--- config.mk ---
export PLATFORM = sky130hd
export DESIGN_NAME = mem_access_unit
export DESIGN_NICKNAME = d
export VERILOG_FILES = /design/src/rtl/mem_access_unit_pkg.sv /design/src/rtl/mem_align.sv /design/src/rtl/mem_access_unit.sv
export VERILOG_INCLUDE_DIRS = /design/src /design/src/rtl
export SDC_FILE = /design/constraint.sdc
export NUM_CORES = 1
export LEC_CHECK = 0
export BUFFER_PORTS_ARGS = -buffer_cell sky130_fd_sc_hd__buf_2
export CAP_MARGIN = 5
export CORE_MARGIN = 1.5
export CORE_UTILIZATION = 52
export DETAILED_ROUTE_END_ITERATION = 8
export PLACE_DENSITY = 0.95
export SETUP_SLACK_MARGIN = 0.5
export SYNTH_ARGS = -nofsm -noshare
export SYNTH_HDL_FRONTEND = slang
export SYNTH_SLANG_ARGS = --single-unit
--- constraint.sdc ---
create_clock -name clk -period 3.8 [get_ports clk]
set_clock_uncertainty 0.05 [all_clocks]
set_input_delay 0.57 -clock clk [delete_from_list [all_inputs] [get_ports clk]]
set_output_delay 0.57 -clock clk [all_outputs]
set_load 0.01 [all_outputs]
--- src/rtl/defines.sv ---
// Shared width macros for the memory access unit.
//   REG_BUS : bit range of an architectural register / data bus word.
`ifndef MEM_ACCESS_UNIT_DEFINES_SV
`define MEM_ACCESS_UNIT_DEFINES_SV

`define REG_BUS 31:0

`endif

--- src/rtl/mem_access_unit_pkg.sv ---
// Shared definitions for the memory access unit:
//   - funct3 access size / sign encodings
//   - FSM state encoding (also exported on the debug state port)
package mem_access_unit_pkg;

    localparam logic [2:0] F3_B  = 3'b000;
    localparam logic [2:0] F3_H  = 3'b001;
    localparam logic [2:0] F3_W  = 3'b010;
    localparam logic [2:0] F3_BU = 3'b100;
    localparam logic [2:0] F3_HU = 3'b101;

    typedef enum logic [1:0] {
        ST_IDLE      = 2'd0,
        ST_REQ       = 2'd1,
        ST_WAIT_RESP = 2'd2,
        ST_DONE      = 2'd3
    } state_e;

endpackage

--- src/rtl/mem_align.sv ---
// Combinational byte-lane logic for the memory access unit.
// Request side (live DM-stage inputs):
//   req_funct3_i, req_off_i, req_data_i -> req_legal_o (size legal and aligned),
//   st_wstrb_o / st_wdata_o (store lanes steered to the addressed bytes).
// Load side (latched access kind):
//   ld_funct3_i, ld_off_i, ld_rdata_i  -> ld_data_o (selected and extended word).
`include "defines.sv"

module mem_align
    import mem_access_unit_pkg::*;
(
    input  logic [2:0]        req_funct3_i,
    input  logic [1:0]        req_off_i,
    input  logic [`REG_BUS]   req_data_i,
    output logic              req_legal_o,
    output logic [3:0]        st_wstrb_o,
    output logic [31:0]       st_wdata_o,
    input  logic [2:0]        ld_funct3_i,
    input  logic [1:0]        ld_off_i,
    input  logic [31:0]       ld_rdata_i,
    output logic [`REG_BUS]   ld_data_o
);

    logic [7:0]  ld_byte;
    logic [15:0] ld_half;

    // Store steering: data is replicated across the word so that whichever
    // lanes the strobe enables already carry the right bytes.
    always_comb begin
        req_legal_o = 1'b0;
        st_wstrb_o  = 4'b0000;
        st_wdata_o  = 32'h0;
        case (req_funct3_i)
            F3_B, F3_BU: begin
                req_legal_o = 1'b1;
                st_wstrb_o  = 4'b0001 << req_off_i;
                st_wdata_o  = {4{req_data_i[7:0]}};
            end
            F3_H, F3_HU: begin
                req_legal_o = ~req_off_i[0];
                st_wstrb_o  = 4'b0011 << req_off_i;
                st_wdata_o  = {2{req_data_i[15:0]}};
            end
            F3_W: begin
                req_legal_o = (req_off_i == 2'b00);
                st_wstrb_o  = 4'b1111;
                st_wdata_o  = req_data_i;
            end
            default: begin
                req_legal_o = 1'b0;
            end
        endcase
    end

    always_comb begin
        ld_byte = 8'h00;
        case (ld_off_i)
            2'd0:    ld_byte = ld_rdata_i[7:0];
            2'd1:    ld_byte = ld_rdata_i[15:8];
            2'd2:    ld_byte = ld_rdata_i[23:16];
            default: ld_byte = ld_rdata_i[31:24];
        endcase
        // Halfword loads are always 2-byte aligned, so only addr[1] matters.
        ld_half = ld_off_i[1] ? ld_rdata_i[31:16] : ld_rdata_i[15:0];

        ld_data_o = ld_rdata_i;
        case (ld_funct3_i)
            F3_B:    ld_data_o = {{24{ld_byte[7]}}, ld_byte};
            F3_BU:   ld_data_o = {24'h0, ld_byte};
            F3_H:    ld_data_o = {{16{ld_half[15]}}, ld_half};
            F3_HU:   ld_data_o = {16'h0, ld_half};
            default: ld_data_o = ld_rdata_i;
        endcase
    end

endmodule

--- src/rtl/mem_access_unit.sv ---
// DM-stage memory access unit: turns a load/store from the pipeline into a
// single request on the data-memory bus and returns the extended load data.
// Ports:
//   clk, reset (async, active low)
//   m_valid, m_mem_read, m_mem_write, m_funct3, m_alu_y, m_rrd2 : DM-stage instruction
//   dm_req_valid/ready, dm_req_we/addr/wdata/wstrb               : request channel
//   dm_resp_valid, dm_resp_rdata                                 : read response (always accepted)
//   stall                                                        : holds EX/DM and DM/WB registers
//   m_load_data, load_done, store_done, access_fault             : completion / status
//   dbg_state                                                    : current FSM state
//
// Request handshake: dm_req_valid rises in REQ and stays high with addr, we,
// wdata and wstrb unchanged until the first cycle in which dm_req_ready is also
// high; the transfer happens on that clock edge. There is no response
// back-pressure: dm_resp_valid is taken only in WAIT_RESP, ignored elsewhere.
`include "defines.sv"

module mem_access_unit
    import mem_access_unit_pkg::*;
(
    input  logic              clk,
    input  logic              reset,
    input  logic              m_valid,
    input  logic              m_mem_read,
    input  logic              m_mem_write,
    input  logic [2:0]        m_funct3,
    input  logic [`REG_BUS]   m_alu_y,
    input  logic [`REG_BUS]   m_rrd2,
    output logic              dm_req_valid,
    input  logic              dm_req_ready,
    output logic              dm_req_we,
    output logic [31:0]       dm_req_addr,
    output logic [31:0]       dm_req_wdata,
    output logic [3:0]        dm_req_wstrb,
    input  logic              dm_resp_valid,
    input  logic [31:0]       dm_resp_rdata,
    output logic              stall,
    output logic [`REG_BUS]   m_load_data,
    output logic              load_done,
    output logic              store_done,
    output logic              access_fault,
    output state_e            dbg_state
);

    state_e          state_q, state_d;
    logic [31:0]     addr_q, addr_d;
    logic [31:0]     wdata_q, wdata_d;
    logic [3:0]      wstrb_q, wstrb_d;
    logic            we_q, we_d;
    logic [2:0]      ld_funct3_q, ld_funct3_d;
    logic [1:0]      ld_off_q, ld_off_d;
    logic [`REG_BUS] load_data_q, load_data_d;

    logic            req_legal;
    logic [3:0]      st_wstrb;
    logic [31:0]     st_wdata;
    logic [`REG_BUS] ld_data;
    logic            one_op;
    logic            any_op;
    logic            accept;
    logic            fault;

    mem_align u_align (
        .req_funct3_i (m_funct3),
        .req_off_i    (m_alu_y[1:0]),
        .req_data_i   (m_rrd2),
        .req_legal_o  (req_legal),
        .st_wstrb_o   (st_wstrb),
        .st_wdata_o   (st_wdata),
        .ld_funct3_i  (ld_funct3_q),
        .ld_off_i     (ld_off_q),
        .ld_rdata_i   (dm_resp_rdata),
        .ld_data_o    (ld_data)
    );

    // Only IDLE looks at the pipeline; while busy the stalled instruction is
    // still presented on the inputs and must not be taken a second time.
    assign one_op = m_mem_read ^ m_mem_write;
    assign any_op = m_mem_read | m_mem_write;
    assign accept = (state_q == ST_IDLE) && m_valid && one_op && req_legal;
    assign fault  = (state_q == ST_IDLE) && m_valid && any_op && !(one_op && req_legal);

    always_ff @(posedge clk or negedge reset) begin
        if (!reset) begin
            state_q     <= ST_IDLE;
            addr_q      <= 32'h0;
            wdata_q     <= 32'h0;
            wstrb_q     <= 4'h0;
            we_q        <= 1'b0;
            ld_funct3_q <= 3'b000;
            ld_off_q    <= 2'b00;
            load_data_q <= '0;
        end else begin
            state_q     <= state_d;
            addr_q      <= addr_d;
            wdata_q     <= wdata_d;
            wstrb_q     <= wstrb_d;
            we_q        <= we_d;
            ld_funct3_q <= ld_funct3_d;
            ld_off_q    <= ld_off_d;
            load_data_q <= load_data_d;
        end
    end

    always_comb begin
        state_d     = state_q;
        addr_d      = addr_q;
        wdata_d     = wdata_q;
        wstrb_d     = wstrb_q;
        we_d        = we_q;
        ld_funct3_d = ld_funct3_q;
        ld_off_d    = ld_off_q;
        load_data_d = load_data_q;
        case (state_q)
            ST_IDLE: begin
                if (accept) begin
                    state_d     = ST_REQ;
                    addr_d      = {m_alu_y[31:2], 2'b00};
                    we_d        = m_mem_write;
                    wdata_d     = m_mem_write ? st_wdata : 32'h0;
                    wstrb_d     = m_mem_write ? st_wstrb : 4'b0000;
                    ld_funct3_d = m_funct3;
                    ld_off_d    = m_alu_y[1:0];
                end
            end
            ST_REQ: begin
                if (dm_req_ready) begin
                    state_d = we_q ? ST_DONE : ST_WAIT_RESP;
                end
            end
            ST_WAIT_RESP: begin
                if (dm_resp_valid) begin
                    load_data_d = ld_data;
                    state_d     = ST_DONE;
                end
            end
            default: begin
                state_d = ST_IDLE;
            end
        endcase
    end

    assign dm_req_valid = (state_q == ST_REQ);
    assign dm_req_we    = we_q;
    assign dm_req_addr  = addr_q;
    assign dm_req_wdata = wdata_q;
    assign dm_req_wstrb = wstrb_q;
    assign stall        = (state_q == ST_REQ) || (state_q == ST_WAIT_RESP) || accept;
    assign m_load_data  = load_data_q;
    assign load_done    = (state_q == ST_DONE) && !we_q;
    assign store_done   = (state_q == ST_DONE) && we_q;
    assign access_fault = fault;
    assign dbg_state    = state_q;

endmodule

# Word level (Yosys, flattened, before mapping)
# Cells that the tools add are included.
# classes
n_eq_ne,15
shifts,2
n_mux,13
bitwise,3
reduce_logical,22
# ops
cell,n
$pmux W32 S4,1
$pmux W32 S3,1
$mux W32,1
$pmux W8 S3,1
$mux W16,1
$eq A3 B3 Y1 const B,4
$pmux W4 S3,1
$logic_and A1 B1 Y1,8
$eq A2 B2 Y1 const B,3
$eq A3 B1 Y1 const B,2
$logic_not A2 Y1,3
$logic_not A3 Y1,2
$mux W2,3
$pmux W2 S3,1
$eq A2 B1 Y1 const B,2
$mux W4,1
$ne A2 B2 Y1 const B,2
$reduce_and A2 Y1,2
$reduce_or A2 Y1,2
$shl A1 B2 Y4 const A,1
$shl A2 B2 Y4 const A,1
$eq A3 B2 Y1 const B,1
$pmux W1 S3,1
$reduce_and A3 Y1,1
other kinds (7),9
# word_totals
reg_bits,106

# Logic depth before layout (Yosys ltp)
# Gate-level depths: netlist of the first run.
# logic_depth
word_depth,6
ltp_mapped,8

# Modules after synthesis
# From an unflattened synthesis of the first run, not the netlist that was laid out.
# unflattened
cells_unflattened,540
hier_area_um2,5554.1
# modules_own_cells
module,n_inst,cells_per_inst,area_per_inst_um2,seq_area_each_um2
mem_access_unit,1,329,4159.0,2652.5
mem_align,1,211,1395.1,0.0

# Worst setup path before layout of the first run
# OpenSTA, ideal clock, no wires.
# synth_path
kind,input-to-output
startpoint,in m_mem_write
endpoint,out stall
t_arrival_ps,1780
required_ps,3180
setup_slack_ps,1400
cell_stages,7
path_buffers,3
cell_sequence,inv_1 > clkbuf_1 > ha_1 > o2111ai_2 > buf_2 > buf_4 > nand2b_1
# synth_between
elab_chain_cells,4
# synth_rtl
element,line,text
"start, declared",mem_access_unit.sv:25,"input logic m_mem_write,"
$xor A1 B1 Y1,mem_access_unit.sv:78,assign one_op = m_mem_read ^ m_mem_write;
$logic_and A1 B1 Y1 (2 in a row),mem_access_unit.sv:80,assign accept = (state_q == ST_IDLE) && m_valid && one_op && req_legal;
$logic_or A1 B1 Y1,mem_access_unit.sv:148,assign stall = (state_q == ST_REQ) || (state_q == ST_WAIT_RESP) || accept;
"end, declared",mem_access_unit.sv:37,"output logic stall,"
# Every way passes these cells.

# Worst setup path after layout of the first run
# layout_path
startpoint,in m_funct3[0]
endpoint,out stall
# layout_between
elab_chain_cells,5
# layout_rtl
element,line,text
"start, declared",mem_access_unit.sv:26,"input logic [2:0] m_funct3,"
$eq A3 B1 Y1 (tied with other cells),mem_align.sv:33,case (req_funct3_i)
$reduce_or A2 Y1,mem_align.sv:33,
$pmux W1 S3 *,mem_align.sv:33,
$logic_and A1 B1 Y1 *,mem_access_unit.sv:80,
$logic_or A1 B1 Y1 *,mem_access_unit.sv:148,
# Every way passes the cells marked *; elsewhere a longest branch is shown, timed or not.

==> metrics.md, run 1 <==
| Metric | Value |
|---|---|
| Maximum buffer depth of the clock tree | 2 |
| Register area | roughly 2700 um^2 |
| Max stage delay cell, worst path | sky130_fd_sc_hd__o2111ai_4 |
| Global-route wire length before repair | 22,340 um |
| Area of the multi-input gates | 2345 um^2 |
| Final worst-path setup slack | approximately 1100 ps |
| Final WL | 14,700 um |
| Crit-path max cell delay | 640 ps |
| Worst max-slew margin expressed relative to the limit | 0.3220 |
| Number of post-CTS setup repair buffers | 0 |
| Detailed router's first-iteration violation count | 282 |
| Grt total ovfl | 0 |
| # clock sinks | 106 |
| Mean cell area of the mapped netlist | between 10 and 15 um^2 |
| Largest area contributor in the netlist | sky130_fd_sc_hd__dfrtp_1 |
| Most frequent cells after synthesis | 106 x sky130_fd_sc_hd__dfrtp_1, 83 x sky130_fd_sc_hd__nand2_1, 51 x sky130_fd_sc_hd__a21oi_1 |
| Core ar. | 9729 um^2 |
| Depth of the most critical reg-to-reg path | 4 |
| Vertical die dimension | about 100 um |
| Critical Path, Cell by Cell | buf_2 > a21oi_1 > o2111ai_4 > nand2b_1 > buf_2 |
| Clk network pwr share | 0.140 |
| Switching power summed over all nets | about 0.0020 W |
| Top cells by area, synth | sky130_fd_sc_hd__dfrtp_1 51%, sky130_fd_sc_hd__mux2_2 8.9%, sky130_fd_sc_hd__nand2_1 6.0% |
| Synth-to-layout area growth | 25.07% |
| Final Wtd Congestion | 0.9136 |
| Total via count after detailed routing | 4,875 |
| Total instance count after detailed placement | 832 |
| Primary FF master, synth | sky130_fd_sc_hd__dfrtp_1 |
| Die area | 10,620 um^2 |
| Count of antenna-violating nets left after detailed routing | 0 |
| Status | finished, final reports clean |
| CTS Buf Count | 9 |
| Worst-Margin Slew | 1017 ps |
| Unrepaired setup endpoints after global routing | false |
| CP startpoint kind | input port |
| Final setup viols | 0 |
| Arrival time worst endpoint | 2120 ps |
| Final design utilization | 0.6691 |
| Fin cells | about 850 |
| Worst path most repeated cell | sky130_fd_sc_hd__buf_2 |
| Hold WC Path Type | input port to asynchronous set/reset pin |
| Initial antenna violation count | 0 |
| Share of total power in sequential cells | 0.411 |
| Via count of the first global-routing pass | around 4.8k |
| Pin count of the biggest net entering global routing | 83 |
| Initial cell density of the core | 0.5350 |
| Required @ worst endpoint | 3180 ps |
| Root cell of the clock tree | sky130_fd_sc_hd__clkbuf_8 |
| Clock edge transition at the registers on the reported setup and hold paths | 100 ps |
| Standby leakage power | about 3.2 nW |
| Setup TNS | 0 ps |
| Proportion of layout cells with a drive suffix above 1 | 0.3944 |
| Final cycle utilization of the critical path | 0.7224 |
| Min cycle time layout | 2745 ps |
| Net switching fraction of the power | 0.4055 |
| Post-synth EDFFs | 0 |
| I/O pin cnt | around 210 |
| Die width | 103.0 um |
| Count of antenna diodes in the layout | 0 |
| Number of distinct library cell variants in the gate-level netlist after synthesis | 44 |
| Share of the synthesized area in the top cell type | 0.5096 |
| Post-synth ARST share | 1.000 |
| Combinational power share | 0.448 |
| Final routed DRC violation total | 0 |
| Syn. warnings | 0 |
| Count of filler cells inserted in the layout | 760 |
| Peak clock frequency supported by timing | 0.3643 GHz |
| Reg2Reg Launch Point | ld_off_q[1] |
| Post-synthesis sequential area ratio | 0.5096 |
| Maximum fanout along the worst path | 25 |
| Worst skew pair latency | 370 ps |
| Final Hold Fails | 0 |
| Cells after Synth | around 520 |
| Register-to-register setup slack | between 1000 and 1500 ps |
| CTS H-tree depth | 3 |
| Most frequently used cell type in the post-synthesis netlist | sky130_fd_sc_hd__dfrtp_1 |
| Worst-case setup slack after placement | slightly above 1000 ps |
| Power density normalized to cell area | 761.9 nW/um^2 |
| Max-cap violation count | 0 |
| Post-cts hold buffer count | 0 |
| Total standard cell area after synthesis | between 5000 and 6000 um^2 |
| Class of the most critical setup path | input port to primary output |
| Number of placement rows | 36 |
| Quantity of I/O buffers inserted on ports | approximately 210 |
| Flop and latch count out of synthesis | 106 |
| Count of instances resized after the clock tree is built | 0 |
| Number of iterations in the first detailed-routing pass | 5 |
| Clock tree from TritonCTS | yes |
| Drt via density | 5.749 |
| Half-perimeter wire length of the detailed placement result | 10,990 um |
| Max VDD drop | ~0.45 mV |
| Endpoint of the worst register-to-register path | m_load_data[25] |
| Total internal power | 0.002948 W |
| Pins over their slew limit | 0 |
| # nets final | 822 |
| Critical Path End Type | primary output |
| Global-route usage over all layers | 0.2737 |
| Drt wl/cell | 17.33 um |
==> logic make-up after synthesis <==
logic type                 Yosys count  synth area share
AOI/OAI and AO/OA                  164            0.2053
and+or+nand+nor                    147            0.1257
DFF                                106            0.5096
buffers and inverters               49           0.04279
muxes                               46            0.1014
adders and majority gates            6           0.01442
other                                1         0.0007205
==> per-layer routing <==
metal,up-vias,global-route usage,share of wire
li1,2220,-,-
met1,2306,0.3198,0.37
met2,303,0.4742,0.50
met3,46,0.06102,0.096
met4,0,0.1383,0.034
met5,-,0,0
==> sequential cells by signal, summed over array words and instances (netlist names) <==
signal	cells
dbg_state	2
dm_req_addr	30
dm_req_wdata	32
dm_req_we	1
dm_req_wstrb	4
ld_funct3_q	3
ld_off_q	2
m_load_data	32
==> placed cells by master (no fill, tap or decap), drive strengths merged, types with 4 or more instances in the layout <==
cell type  synthesis  routed
a211oi            15      15
a21oi             51      51
a221oi             4       4
a2bb2oi           16      16
buf               19     219
clkbuf            21      10
dfrtp            106     106
ha                 6       6
inv                9      10
mux2              44      44
nand2             83      83
nor2              28      28
nor2b             13      13
nor3               6       6
o21a               5       5
o21ai             46      46
o31ai              9       9
or3                8       8
==> area by class of cell <==
cell class | instances | area share
clock buffer | 10 | 0.01960
timing repair buffer | 219 | 0.1718
clock inverter | 6 | 0.01019
tap | 133 | 0.02556
inverter | 9 | 0.005189
sequential | 106 | 0.4075
multi-input combinational | 365 | 0.3602
==> stage by stage <==
stage	instance area, um^2	power [W]	hold WS, ps
6_report	6510	0.004960	313.4
5_1_grt	6510	0.005305	356.6
4_1_cts	6510	0.004976	349.8
3_5_place_dp	6316	0.004275	411.7
3_3_place_gp	6316	0.004142	408.3
2_1_floorplan	5209	0.003324	224.4
==> critical path: cells and delay by family <==
| family | cells | cell delay (ps) |
|---|---|---|
| AOI/OAI and AO/OA | 2 | 870 |
| buffers and inverters | 2 | 540 |
| and+or+nand+nor | 1 | 130 |
==> how the worst max path moves through the flow <==
| stage | start | endpoint | depth (start not counted) |
|---|---|---|---|
| detailed placement | m_funct3[0] | dm_req_addr[16] | 5 |
| floorplan | m_mem_write | stall | 7 |
| global route | m_funct3[0] | stall | 5 |
| finish | m_funct3[0] | stall | 5 |
| global placement | m_funct3[0] | dm_req_addr[17] | 5 |
| CTS | m_funct3[0] | stall | 5 |
==> power by group through the flow <==
stage,clock network [W],logic [W],registers [W]
floorplan,0,0.00112,0.00220
global placement,0,0.00212,0.00202
detailed placement,0,0.00222,0.00205
CTS,0.000709,0.00223,0.00204
global route,0.000748,0.00244,0.00211
finish,0.000696,0.00222,0.00204
No activity file was read; power rests on OpenSTA's default activity.
==> inputs of run 2 (changes only) <==
- CORE_UTILIZATION: 52 -> 44
- PLACE_DENSITY: 0.95 -> 0.88
- clock period: 3.8 -> 2.37 ns (I/O delays scaled with it)
==> run 2 against run 1 <==
Critical path depth decreased by 1. Largest power group unchanged. Cell area increased by 5.3%. Largest cell class unchanged. Die area increased by 18%. Worst setup slack got worse by 510 ps. Clock power increased by 120%. First-iteration DRC count increased by 43%.
==> metrics.md, run 2 (synthesized netlist as in run 1, its figures left out) <==
| Metric | Value |
|---|---|
| Core ar. | 11,470 um^2 (+18%) |
| Proportion of layout cells with a drive suffix above 1 | 0.4218 (+0.02736) |
| Min cycle time layout | roughly 1800 ps |
| Root cell of the clock tree | sky130_fd_sc_hd__clkbuf_16 |
| Number of placement rows | 39 (+8.3%) |
| Pin count of the biggest net entering global routing | 45 (-46%) |
| I/O pin cnt | 214 (unchanged) |
| Final Wtd Congestion | 0.8335 (-8.8%) |
| CTS Buf Count | 9 (unchanged) |
| Critical Path End Type | primary output |
| Via count of the first global-routing pass | 4,791 (+0.17%) |
| Total via count after detailed routing | 4,867 (-0.16%) |
| Global-route usage over all layers | 0.2455 (-0.02821) |
| Worst skew pair latency | 360 ps (about the same) |
| Commonest non-fill, non-tap cell in the layout | sky130_fd_sc_hd__buf_2 |
| Max VDD drop | 0.9442 mV (+110%) |
| Count of antenna-violating nets left after detailed routing | 0 (unchanged) |
| Half-perimeter wire length of the detailed placement result | 11,250 um (+2.3%) |
| Worst max-slew margin expressed relative to the limit | 0.2773 (-0.04463) |
| Critical Path, Cell by Cell | inv_2 > ha_4 > and4b_1 > buf_2 |
| Power density normalized to cell area | 1251 nW/um^2 (+64%) |
| Max stage delay cell, worst path | sky130_fd_sc_hd__dfrtp_1 |
| Max-cap violation count | 0 (unchanged) |
| Arrival time worst endpoint | 1420 ps (-700 ps) |
| Die width | 111.8 um (+8.5%) |
| Pins over their slew limit | 0 (unchanged) |
| Clock edge transition at the registers on the reported setup and hold paths | 70 ps (-30 ps) |
| Setup TNS | 0 ps (unchanged) |
| Final routed DRC violation total | 0 (unchanged) |
| Post-route worst hold slack | 160.0 ps (-153.5 ps) |
| Status | finished, final reports clean |
| CTS H-tree depth | 3 (unchanged) |
| CP startpoint kind | register |
| Required @ worst endpoint | 1960 ps (-1220 ps) |
| Final setup viols | 0 (unchanged) |
| Die area | 12,490 um^2 (+18%) |
| Crit-path max cell delay | 410 ps (-230 ps) |
| Final cycle utilization of the critical path | 0.7711 |
| Drt via density | 5.537 (-3.7%) |
| Peak clock frequency supported by timing | 0.5472 GHz |
| Vertical die dimension | 111.8 um (+8.5%) |
| Detailed router's first-iteration violation count | 404 (+43%) |
| Clock tree from TritonCTS | yes |
| Grt total ovfl | 0 (unchanged) |
| Number of buffers and inverters on the critical path | 2 (unchanged) |
| Maximum buffer depth of the clock tree | 2 (unchanged) |
| Maximum fanout along the worst path | 4 (-84%) |
| Quantity of I/O buffers inserted on ports | 211 (unchanged) |
| Final WL | 15,080 um (+2.6%) |
| Unrepaired setup endpoints after global routing | true |
| Number of iterations in the first detailed-routing pass | 5 (unchanged) |
| Final design utilization | 0.5980 (-0.07107) |
| # clock sinks | 106 (unchanged) |
| Initial cell density of the core | 0.4539 (-0.08108) |
| Total power draw | 0.008578 W (+73%) |
| Commonest non-fill, non-tap cells in the layout | 209 x sky130_fd_sc_hd__buf_2, 105 x sky130_fd_sc_hd__dfrtp_1, 82 x sky130_fd_sc_hd__nand2_1 |
| Class of the most critical setup path | register to primary output |
| Final Hold Fails | 0 (unchanged) |
| Standby leakage power | 3.356 nW (+5.3%) |
| Synth-to-layout area growth | 31.75% |
| # nets final | 842 (+2.4%) |
| Initial antenna violation count | 1 (+1) |
| Drt wl/cell | 17.16 um (-1.0%) |
| Worst-Margin Slew | 1082 ps (+64.72 ps) |
| Global-route wire length before repair | 24,200 um (+8.3%) |
| Hold WC Path Type | input port to register |
| Family with the most delay on the worst path | flip-flops |
| Count of filler cells inserted in the layout | 967 (+27%) |
[run 2: final timing paths]
path | end | slack (ps) | depth (start not counted) | startpoint
setup / recovery | access_fault | 540 | 4 | dbg_state[1]
hold / removal | dm_req_addr[25] | 160 | 2 | m_alu_y[25]
setup reg to reg | m_load_data[25] | 590 | 5 | ld_off_q[1]
hold reg to reg | dm_req_wdata[25] | 430 | 2 | dm_req_wdata[25]
max in group asynchronous | ld_off_q[1] | 1310 | 3 | reset
min in group asynchronous | dm_req_wdata[14] | 360 | 2 | reset
[run 2: what timing repair did]
item	4_1_cts	5_1_grt
gates resized for setup	6	10
hold endpoints to repair	15	0
pin swaps	1	1
endpoints found under the setup margin	33	32
buffers inserted	2	1
hold buffers	1	0
[run 2: layer usage]
metal  vias to the layer above  track usage  share of wire
met5                         -            0              0
met4                         0       0.1097          0.027
met3                        36      0.06315          0.087
met2                       256       0.4045           0.49
met1                      2312       0.3047           0.40
li1                       2263            -              -
[run 2: area by class of cell]
type | instances | area, um^2 | share of cell area
well taps | 143 | 178.9 | 0.02609
repair buffers | 239 | 1315 | 0.1918
diodes | 1 | 2.502 | 0.0003649
clock inverters | 5 | 60.06 | 0.008758
clock buffers | 11 | 242.7 | 0.03540
inverters | 9 | 33.78 | 0.004926
multi-input cells | 365 | 2371 | 0.3457
flip-flops and latches | 106 | 2654 | 0.3870
[run 2: stage by stage]
| step | setup slack (ps) | cell area (um^2) | cells |
|---|---|---|---|
| floorplan | 504.6 | 5211 | 520 |
| global placement | 376.4 | 6474 | 858 |
| detailed placement | 294.5 | 6474 | 858 |
| CTS | 504.7 | 6820 | 877 |
| global route | 486.4 | 6858 | 879 |
| finish | 542.4 | 6858 | 879 |
[run 2: report_power, final]
group / leakage, nW / total (W) / internal [W] / switching (W)
logic: 1.89 / 0.00386 / 0.00175 / 0.00211
clock network: 0.147 / 0.00155 / 0.000855 / 0.000692
registers: 1.32 / 0.00317 / 0.00267 / 0.000501
total: 3.36 / 0.00858 / 0.00527 / 0.00330
